==> src/rtl/decode_hazard_stage.sv <==
// decode_hazard_stage: MIPS-style instruction decode with a register file,
// write-back bypass and load-use hazard detection. An ID latch holds the
// fetched instruction, and an output latch presents the decoded operands to
// execute under a valid/ready handshake.
module decode_hazard_stage #(
    parameter int DATA_W     = 32,
    parameter int REG_ADDR_W = 5,
    parameter int CTRL_W     = 26,
    parameter int ZERO_REG   = 1
) (
    input  logic                  clk,
    input  logic                  reset,
    input  logic                  in_valid,
    output logic                  in_ready,
    input  logic [31:0]           instr_in,
    input  logic [DATA_W-1:0]     pc_seq_in,
    input  logic [CTRL_W-1:0]     ctrl_in,
    input  logic                  flush,
    input  logic                  ex_load_valid,
    input  logic [REG_ADDR_W-1:0] ex_load_dest,
    input  logic                  wb_en,
    input  logic [REG_ADDR_W-1:0] wb_dest,
    input  logic [DATA_W-1:0]     wb_data,
    output logic                  out_valid,
    input  logic                  out_ready,
    output logic [DATA_W-1:0]     operand_a_out,
    output logic [DATA_W-1:0]     operand_b_out,
    output logic [DATA_W-1:0]     store_data_out,
    output logic [REG_ADDR_W-1:0] dest_out,
    output logic [CTRL_W-1:0]     ctrl_out,
    output logic [DATA_W-1:0]     pc_seq_out,
    output logic [15:0]           stall_count_out
);

    localparam int NUM_REGS = 1 << REG_ADDR_W;

    logic [DATA_W-1:0]     reg_file [NUM_REGS];

    logic                  id_valid;
    logic [31:0]           id_instr;
    logic [DATA_W-1:0]     id_pc_seq;
    logic [CTRL_W-1:0]     id_ctrl;

    logic [REG_ADDR_W-1:0] rs_addr;
    logic [REG_ADDR_W-1:0] rt_addr;
    logic [REG_ADDR_W-1:0] rd_addr;
    logic [REG_ADDR_W-1:0] dest_addr;
    logic                  use_imm;
    logic                  imm_unsigned;
    logic                  uses_rt;
    logic [1:0]            dest_sel;
    logic [DATA_W-1:0]     rs_value;
    logic [DATA_W-1:0]     rt_value;
    logic [DATA_W-1:0]     imm_value;
    logic [DATA_W-1:0]     operand_b;
    logic                  wb_permit;
    logic                  hazard;
    logic                  advance;
    logic                  capture;

    // The opcode field is only carried through; decode is driven by ctrl.
    logic                  unused_opcode;
    assign unused_opcode = ^id_instr[31:26];

    // Field extraction, immediate generation and destination selection.
    always_comb begin
        rs_addr      = REG_ADDR_W'(id_instr[25:21]);
        rt_addr      = REG_ADDR_W'(id_instr[20:16]);
        rd_addr      = REG_ADDR_W'(id_instr[15:11]);
        use_imm      = id_ctrl[0];
        imm_unsigned = id_ctrl[1];
        uses_rt      = id_ctrl[2];
        dest_sel     = id_ctrl[4:3];
        if (imm_unsigned) begin
            imm_value = DATA_W'(id_instr[15:0]);
        end else begin
            imm_value = DATA_W'($signed(id_instr[15:0]));
        end
        case (dest_sel)
            2'b00:   dest_addr = rt_addr;
            2'b01:   dest_addr = rd_addr;
            2'b10:   dest_addr = '1;
            default: dest_addr = '0;
        endcase
    end

    // Register reads with same-cycle write-back bypass; r0 is hardwired when enabled.
    always_comb begin
        wb_permit = wb_en && ((ZERO_REG == 0) || (wb_dest != '0));
        rs_value  = reg_file[rs_addr];
        rt_value  = reg_file[rt_addr];
        if (wb_permit && (wb_dest == rs_addr)) begin
            rs_value = wb_data;
        end
        if (wb_permit && (wb_dest == rt_addr)) begin
            rt_value = wb_data;
        end
        if ((ZERO_REG != 0) && (rs_addr == '0)) begin
            rs_value = '0;
        end
        if ((ZERO_REG != 0) && (rt_addr == '0)) begin
            rt_value = '0;
        end
        operand_b = use_imm ? imm_value : rt_value;
    end

    // Load-use hazard detection and pipeline handshake control.
    always_comb begin
        hazard   = id_valid && ex_load_valid && (ex_load_dest != '0) &&
                   ((ex_load_dest == rs_addr) || (uses_rt && (ex_load_dest == rt_addr)));
        advance  = !out_valid || out_ready;
        in_ready = !flush && (!id_valid || (advance && !hazard));
        capture  = in_valid && in_ready;
    end

    // Register file write port; reset clears every entry.
    always_ff @(posedge clk or negedge reset) begin
        if (!reset) begin
            for (int i = 0; i < NUM_REGS; i++) begin
                reg_file[i] <= '0;
            end
        end else if (wb_permit) begin
            reg_file[wb_dest] <= wb_data;
        end
    end

    // ID latch: capture a new instruction, otherwise empty once it has moved on.
    always_ff @(posedge clk or negedge reset) begin
        if (!reset) begin
            id_valid  <= 1'b0;
            id_instr  <= '0;
            id_pc_seq <= '0;
            id_ctrl   <= '0;
        end else if (flush) begin
            id_valid <= 1'b0;
        end else if (capture) begin
            id_valid  <= 1'b1;
            id_instr  <= instr_in;
            id_pc_seq <= pc_seq_in;
            id_ctrl   <= ctrl_in;
        end else if (advance && !hazard) begin
            id_valid <= 1'b0;
        end
    end

    // Output latch: load decoded contents on advance, inserting a bubble on hazard.
    always_ff @(posedge clk or negedge reset) begin
        if (!reset) begin
            out_valid      <= 1'b0;
            operand_a_out  <= '0;
            operand_b_out  <= '0;
            store_data_out <= '0;
            dest_out       <= '0;
            ctrl_out       <= '0;
            pc_seq_out     <= '0;
        end else if (flush) begin
            out_valid <= 1'b0;
        end else if (advance) begin
            out_valid      <= id_valid && !hazard;
            operand_a_out  <= rs_value;
            operand_b_out  <= operand_b;
            store_data_out <= rt_value;
            dest_out       <= dest_addr;
            ctrl_out       <= id_ctrl;
            pc_seq_out     <= id_pc_seq;
        end
    end

    // Saturating count of cycles spent inserting hazard bubbles.
    always_ff @(posedge clk or negedge reset) begin
        if (!reset) begin
            stall_count_out <= '0;
        end else if (!flush && hazard && advance && (stall_count_out != 16'hFFFF)) begin
            stall_count_out <= stall_count_out + 16'd1;
        end
    end

endmodule

==> config.mk <==
export PLATFORM = sky130hd
export DESIGN_NAME = decode_hazard_stage
export DESIGN_NICKNAME = d
export VERILOG_FILES = /design/src/rtl/decode_hazard_stage.sv
export SDC_FILE = /design/constraint.sdc
export NUM_CORES = 2
export LEC_CHECK = 0
export CAP_MARGIN = 20
export CORE_MARGIN = 2
export CORE_UTILIZATION = 30
export CTS_CLUSTER_DIAMETER = 200
export CTS_CLUSTER_SIZE = 30
export DETAILED_ROUTE_END_ITERATION = 12
export GPL_TIMING_DRIVEN = 1
export PLACE_DENSITY = 0.48
export SLEW_MARGIN = 10
export SYNTH_ARGS = -nofsm -noshare
export SYNTH_HDL_FRONTEND = slang
export SYNTH_SLANG_ARGS = --single-unit
==> constraint.sdc <==
create_clock -name clk -period 5.7 [get_ports clk]
set_input_delay 1.14 -clock clk [delete_from_list [all_inputs] [get_ports clk]]
set_output_delay 1.14 -clock clk [all_outputs]
set_load 0.05 [all_outputs]
# Word-level counts from Yosys, hierarchy flattened
# Index checks and enable logic that the tools add are counted.
[op_classes]
n_mux = 21
order_cmp = 4
n_eq_ne = 7
add_sub_neg = 1
bitwise_logic = 4
reduce_logical = 31
[op_table]
columns = ["cell", "n"]
rows = [
  ["bitwise mux 1024 bit", 1],
  ["2-to-1 mux 32 bit", 11],
  ["binary-select mux 32 bit (select 5 bit)", 2],
  ["demux 32 bit (select 5 bit)", 1],
  ["equality test 5 bit", 4],
  ["greater-or-equal comparator 6 bit, second input constant", 3],
  ["inverter 5 -> 6 bit", 3],
  ["adder 16 x 1 -> 16 bit, second input constant", 1],
  ["!= test 16 bit, second input constant", 1],
  ["logical AND 1 bit", 15],
  ["one-hot mux 5 bit (3 select lines)", 1],
  ["zero test 5 bit", 2],
  ["nonzero test 5 bit", 2],
  ["less-than comparator 6 x 1 -> 1 bit, second input constant", 1],
  ["2-to-1 mux 1 bit", 5],
  ["zero test 1 bit", 4],
  ["AND reduction 2 bit", 2],
  ["logical OR 1 bit", 3],
  ["nonzero test 3 bit", 1],
  ["equality test 2 x 1 -> 1 bit, second input constant", 1],
  ["equality test 2 bit, second input constant", 1],
  ["zero test 2 bit", 1],
  ["nonzero test 2 bit", 1],
  ["inverter 1 bit", 1],
]
[totals]
wordCells = 112
regBits = 1285

# Depth between registers and ports, before layout
[depth]
depth_word = 11
ltp_mapped = 12
depth_no_buf = 6

# Worst setup path after synthesis
# OpenSTA, ideal clock, no wires.
[synth_timing]
path_kind = "input -> output"
start = "in ex_load_dest[0]"
end = "out in_ready"
t_arrival_ns = 2.646
path_stages = 3
path_slack_ns = 1.914
path_cell_list = "or3_1 -> o311a_1 -> a221oi_2"
[synth_via]
elab_chain_cells = 8
word_cells_on_any_way = 11
cone_classes = "eq/ne (2); reduce/logical (9)"
[synth_lines]
columns = ["element", "line", "text"]
rows = [
  ["start, declared", "20", "input logic [REG_ADDR_W-1:0] ex_load_dest,"],
  ["equality test 5 bit", "110", "((ex_load_dest == rs_addr) || (uses_rt && (ex_load_dest == rt_addr)));"],
  ["logical AND 1 bit", "110", ""],
  ["logical OR 1 bit", "110", ""],
  ["logical AND 1 bit (*)", "109", "hazard = id_valid && ex_load_valid && (ex_load_dest != '0) &&"],
  ["zero test 1 bit (*)", "112", "in_ready = !flush && (!id_valid || (advance && !hazard));"],
  ["logical AND 1 bit (*)", "112", ""],
  ["logical OR 1 bit (*)", "112", ""],
  ["logical AND 1 bit (*)", "112", ""],
  ["end, declared", "14", "output logic in_ready,"],
]
# Every way passes the cells marked *; elsewhere a longest branch is shown, timed or not.

# Final worst setup path
# Same ends and word-level chain as after synthesis.

==> out/qor.txt <==
DP HPWL - 139200 um
fraction of final layout cells with drive strength greater than 1 - 42.88%
IR drop worst, VDD - 0.0002856 V
clock tree from TritonCTS - built
antenna violations before repair - 10
unrepaired setup endpoints after global routing - no
pin count of the biggest net entering global routing - 161
Detail Route Antenna Nets - 0
Via Count - 40.39k
number of global-route vias before repair - 41.88k
post-synthesis cell count - 4368
DRC Markers - 0
fill cell count - 20.84k
Detailed Route Iter0 Violations - 3187
average instance area after synthesis - 14.86 um2
type of the worst min-delay path - in2async
Synth async-reset ratio - 100.0%
data arrival time of the critical path - 3590 ps
Synth area leaders - sky130_fd_sc_hd__dfrtp_1, sky130_fd_sc_hd__mux4_2, sky130_fd_sc_hd__mux2_2, sky130_fd_sc_hd__nand2_1, sky130_fd_sc_hd__clkbuf_1
post-route clock skew - 42.40 ps
Initial DRT Pass Iterations - 6
layout net count - 4567
Yosys top cell area share - 49.55%
post-synthesis cell type with the largest combined area - sky130_fd_sc_hd__dfrtp_1
setup violation total in the final timing report - 0
logic depth of the worst register-to-register path - 8
crit path kind - in2out
final cell count without fillers - 7277
buffer depth of the longest clock path - 3
CP Capture Type - output pin
warning count from the yosys run - 0
leading cell type by number of instances after synthesis - sky130_fd_sc_hd__dfrtp_1
register clock-pin slew on the reported worst setup and hold paths - 120 ps
share of the clock period used by the worst path - 82.93%
post-DR vias/cell - 5.550
power per unit of standard cell area - 355.7 nW/um2
static leakage power - 30.42 nW
count of flip-flops with a built-in enable after synthesis - 0
core area - 214800 um2
outcome - finished clean
minimum hold slack - 378.2 ps
number of nets produced by synthesis - 4508
Final Wtd Congestion - 0.7733
Die H - 469.1 um
clock root cell - sky130_fd_sc_hd__clkbuf_16
per-cell routed wire length - 31.16 um
CTS-repair resized insts - 0
Congestion Overflow GR - 0
slowest stage cell on the critical path - sky130_fd_sc_hd__clkdlybuf4s50_1
number of rows in the core area - 170
Worst Path Required - 4560 ps
category of the worst setup path launch point - input pin
number of buffers created by CTS - 48
Netlist Area Pre-Place - 64900 um2
post-route total power - 25.83 mW
top cell types by occurrence after synthesis - sky130_fd_sc_hd__dfrtp_1, sky130_fd_sc_hd__mux2_2, sky130_fd_sc_hd__mux4_2
worst-path maximum fanout - 4
width of the die - 469.1 um
layout overhead on the synthesized area - 11.92%
aggregate negative setup slack - 0 ps
CTS Sinks - 1285
slew at the pin closest to its max-slew limit - 1186 ps
wire length of the first global-routing pass - 325000 um
number of hold buffers added after cts - 0
number of storage elements in the synthesis netlist - 1285
all-layer global routing usage - 20.43%
f_max - 211.6 MHz
list of cells traversed by the critical path - clkdlybuf4s50_1 > or3_1 > o311a_1 > a221oi_2 > clkdlybuf4s50_1
post-route core utilization - 33.81%
num ports - 316
Initial Util - 30.21%
depth of the CTS H-tree - 2
number of buffer cells added on primary ports - 309
clock period minus final worst setup slack - 4727 ps
count of final hold-check violations - 0
sequential share of the synthesized area - 49.55%
post-CTS setup-driven buffer insertion count - 0
number of maximum-capacitance violations - 0
clock insertion delay at the later pin of the skew report - 730 ps
delay of the slowest cell on the worst path - 850 ps
post-placement cell count - 7212
slew margin rel. - 20.95%
Distinct cells, synth - 65
number of pins with negative max-slew slack in the final report - 0
DIE AREA - 220100 um2
total routed wirelength - 226800 um
CP dominant cell by count - sky130_fd_sc_hd__clkdlybuf4s50_1
most instantiated flip-flop cell in the synthesis netlist - sky130_fd_sc_hd__dfrtp_1
registers in the layout, indices dropped and copies added (netlist names):
| register | flops |
|---|---|
| ctrl_out | 26 |
| dest_out | 5 |
| id_ctrl | 26 |
| id_instr | 26 |
| id_pc_seq | 32 |
| id_valid | 1 |
| operand_a_out | 32 |
| operand_b_out | 32 |
| out_valid | 1 |
| pc_seq_out | 32 |
| reg_file | 1024 |
| stall_count_out | 16 |
| store_data_out | 32 |
cell type report:
class | instances | area (um2) | area share (%)
diodes | 6 | 15.01 | 0.02067
well taps | 2838 | 3551 | 4.889
repair buffers | 465 | 4710 | 6.484
inverters | 39 | 148.9 | 0.2050
clock inverters | 3 | 32.53 | 0.04479
flip-flops and latches | 1285 | 32190 | 44.31
multi-input cells | 2588 | 30770 | 42.36
clock buffers | 53 | 1220 | 1.680
cell usage in the layout, fill, tap and decap left out, types with 7 or more instances in the layout:
master and n:
sky130_fd_sc_hd__dfrtp_4 8, sky130_fd_sc_hd__a2111oi_0 9, sky130_fd_sc_hd__o21ai_1 32, sky130_fd_sc_hd__a21oi_1 27, sky130_fd_sc_hd__a222oi_1 32, sky130_fd_sc_hd__clkdlybuf4s50_1 307, sky130_fd_sc_hd__xor2_1 12, sky130_fd_sc_hd__a21o_1 10
sky130_fd_sc_hd__o211ai_1 15, sky130_fd_sc_hd__buf_12 25, sky130_fd_sc_hd__mux2i_1 83, sky130_fd_sc_hd__and3_1 12, sky130_fd_sc_hd__a22o_1 12, sky130_fd_sc_hd__a221oi_1 23, sky130_fd_sc_hd__o21ai_0 61, sky130_fd_sc_hd__nand2_1 322
sky130_fd_sc_hd__nand2_4 11, sky130_fd_sc_hd__or3_1 7, sky130_fd_sc_hd__a22oi_1 14, sky130_fd_sc_hd__buf_8 8, sky130_fd_sc_hd__mux4_2 564, sky130_fd_sc_hd__inv_1 37, sky130_fd_sc_hd__mux2_2 1064, sky130_fd_sc_hd__o22ai_1 22
sky130_fd_sc_hd__dfrtp_1 1276, sky130_fd_sc_hd__nand4_1 9, sky130_fd_sc_hd__mux2_1 28, sky130_fd_sc_hd__nor2_4 20, sky130_fd_sc_hd__nand3_1 23, sky130_fd_sc_hd__xnor2_1 23, sky130_fd_sc_hd__o21bai_1 9, sky130_fd_sc_hd__nor2_1 40
sky130_fd_sc_hd__clkbuf_16 48, sky130_fd_sc_hd__buf_4 120
worst max-delay path: cells and delay by family:
kind | cells | cell delay [ps]
simple gates | 1 | 410
buf+inv | 2 | 1360
compound gates | 2 | 670
power by group:
group	switching, mW	internal (mW)
clock	3.02	1.55
combinational	4.47	4.40
sequential	1.49	10.9
path summary, 6_finish.rpt:
| path | from | to | slack [ps] |
|---|---|---|---|
| max | ex_load_dest[0] | in_ready | 970 |
| min | reset | reg_file[814] | 380 |
| max reg2reg | id_instr[17] | operand_b_out[28] | 1880 |
| min reg2reg | reg_file[1014] | reg_file[1014] | 410 |
| max in group asynchronous | reset | reg_file[958] | 3750 |
| min in group clk | reg_file[1014] | reg_file[1014] | 410 |
routing by layer:
layer | track usage, % | wire (um) | part of all wire [%] | vias to the layer above
met4 | 5.716 | 6952 | 3.1 | 6
met5 | 0 | 34 | 0.015 | -
met3 | 2.772 | 11730 | 5.2 | 261
met1 | 28.81 | 101700 | 45 | 22360
met2 | 32.90 | 106400 | 47 | 1180
li1 | - | - | - | 16580
per-stage QoR:
| stage | setup WS (ps) | instance area, um2 |
|---|---|---|
| after floorplan | 1914 | 64900 |
| after global placement | 964.9 | 71170 |
| after detailed placement | 983.5 | 71300 |
| after CTS | 970.2 | 72560 |
| after global routing | 915.7 | 72620 |
| final | 973.1 | 72640 |
logic make-up after synthesis:
| family | count (synthesis) | synth area share (%) |
|---|---|---|
| AO/OA/AOI/OAI | 312 | 3.405 |
| AND/OR/NAND/NOR | 501 | 3.279 |
| multiplexers | 1739 | 39.80 |
| buffers and inverters | 495 | 3.482 |
| adder cells (fa/ha/maj) | 1 | 0.01928 |
| flip-flops | 1285 | 49.55 |
| XOR/XNOR | 35 | 0.4723 |
(Power assumes the default switching activity.)
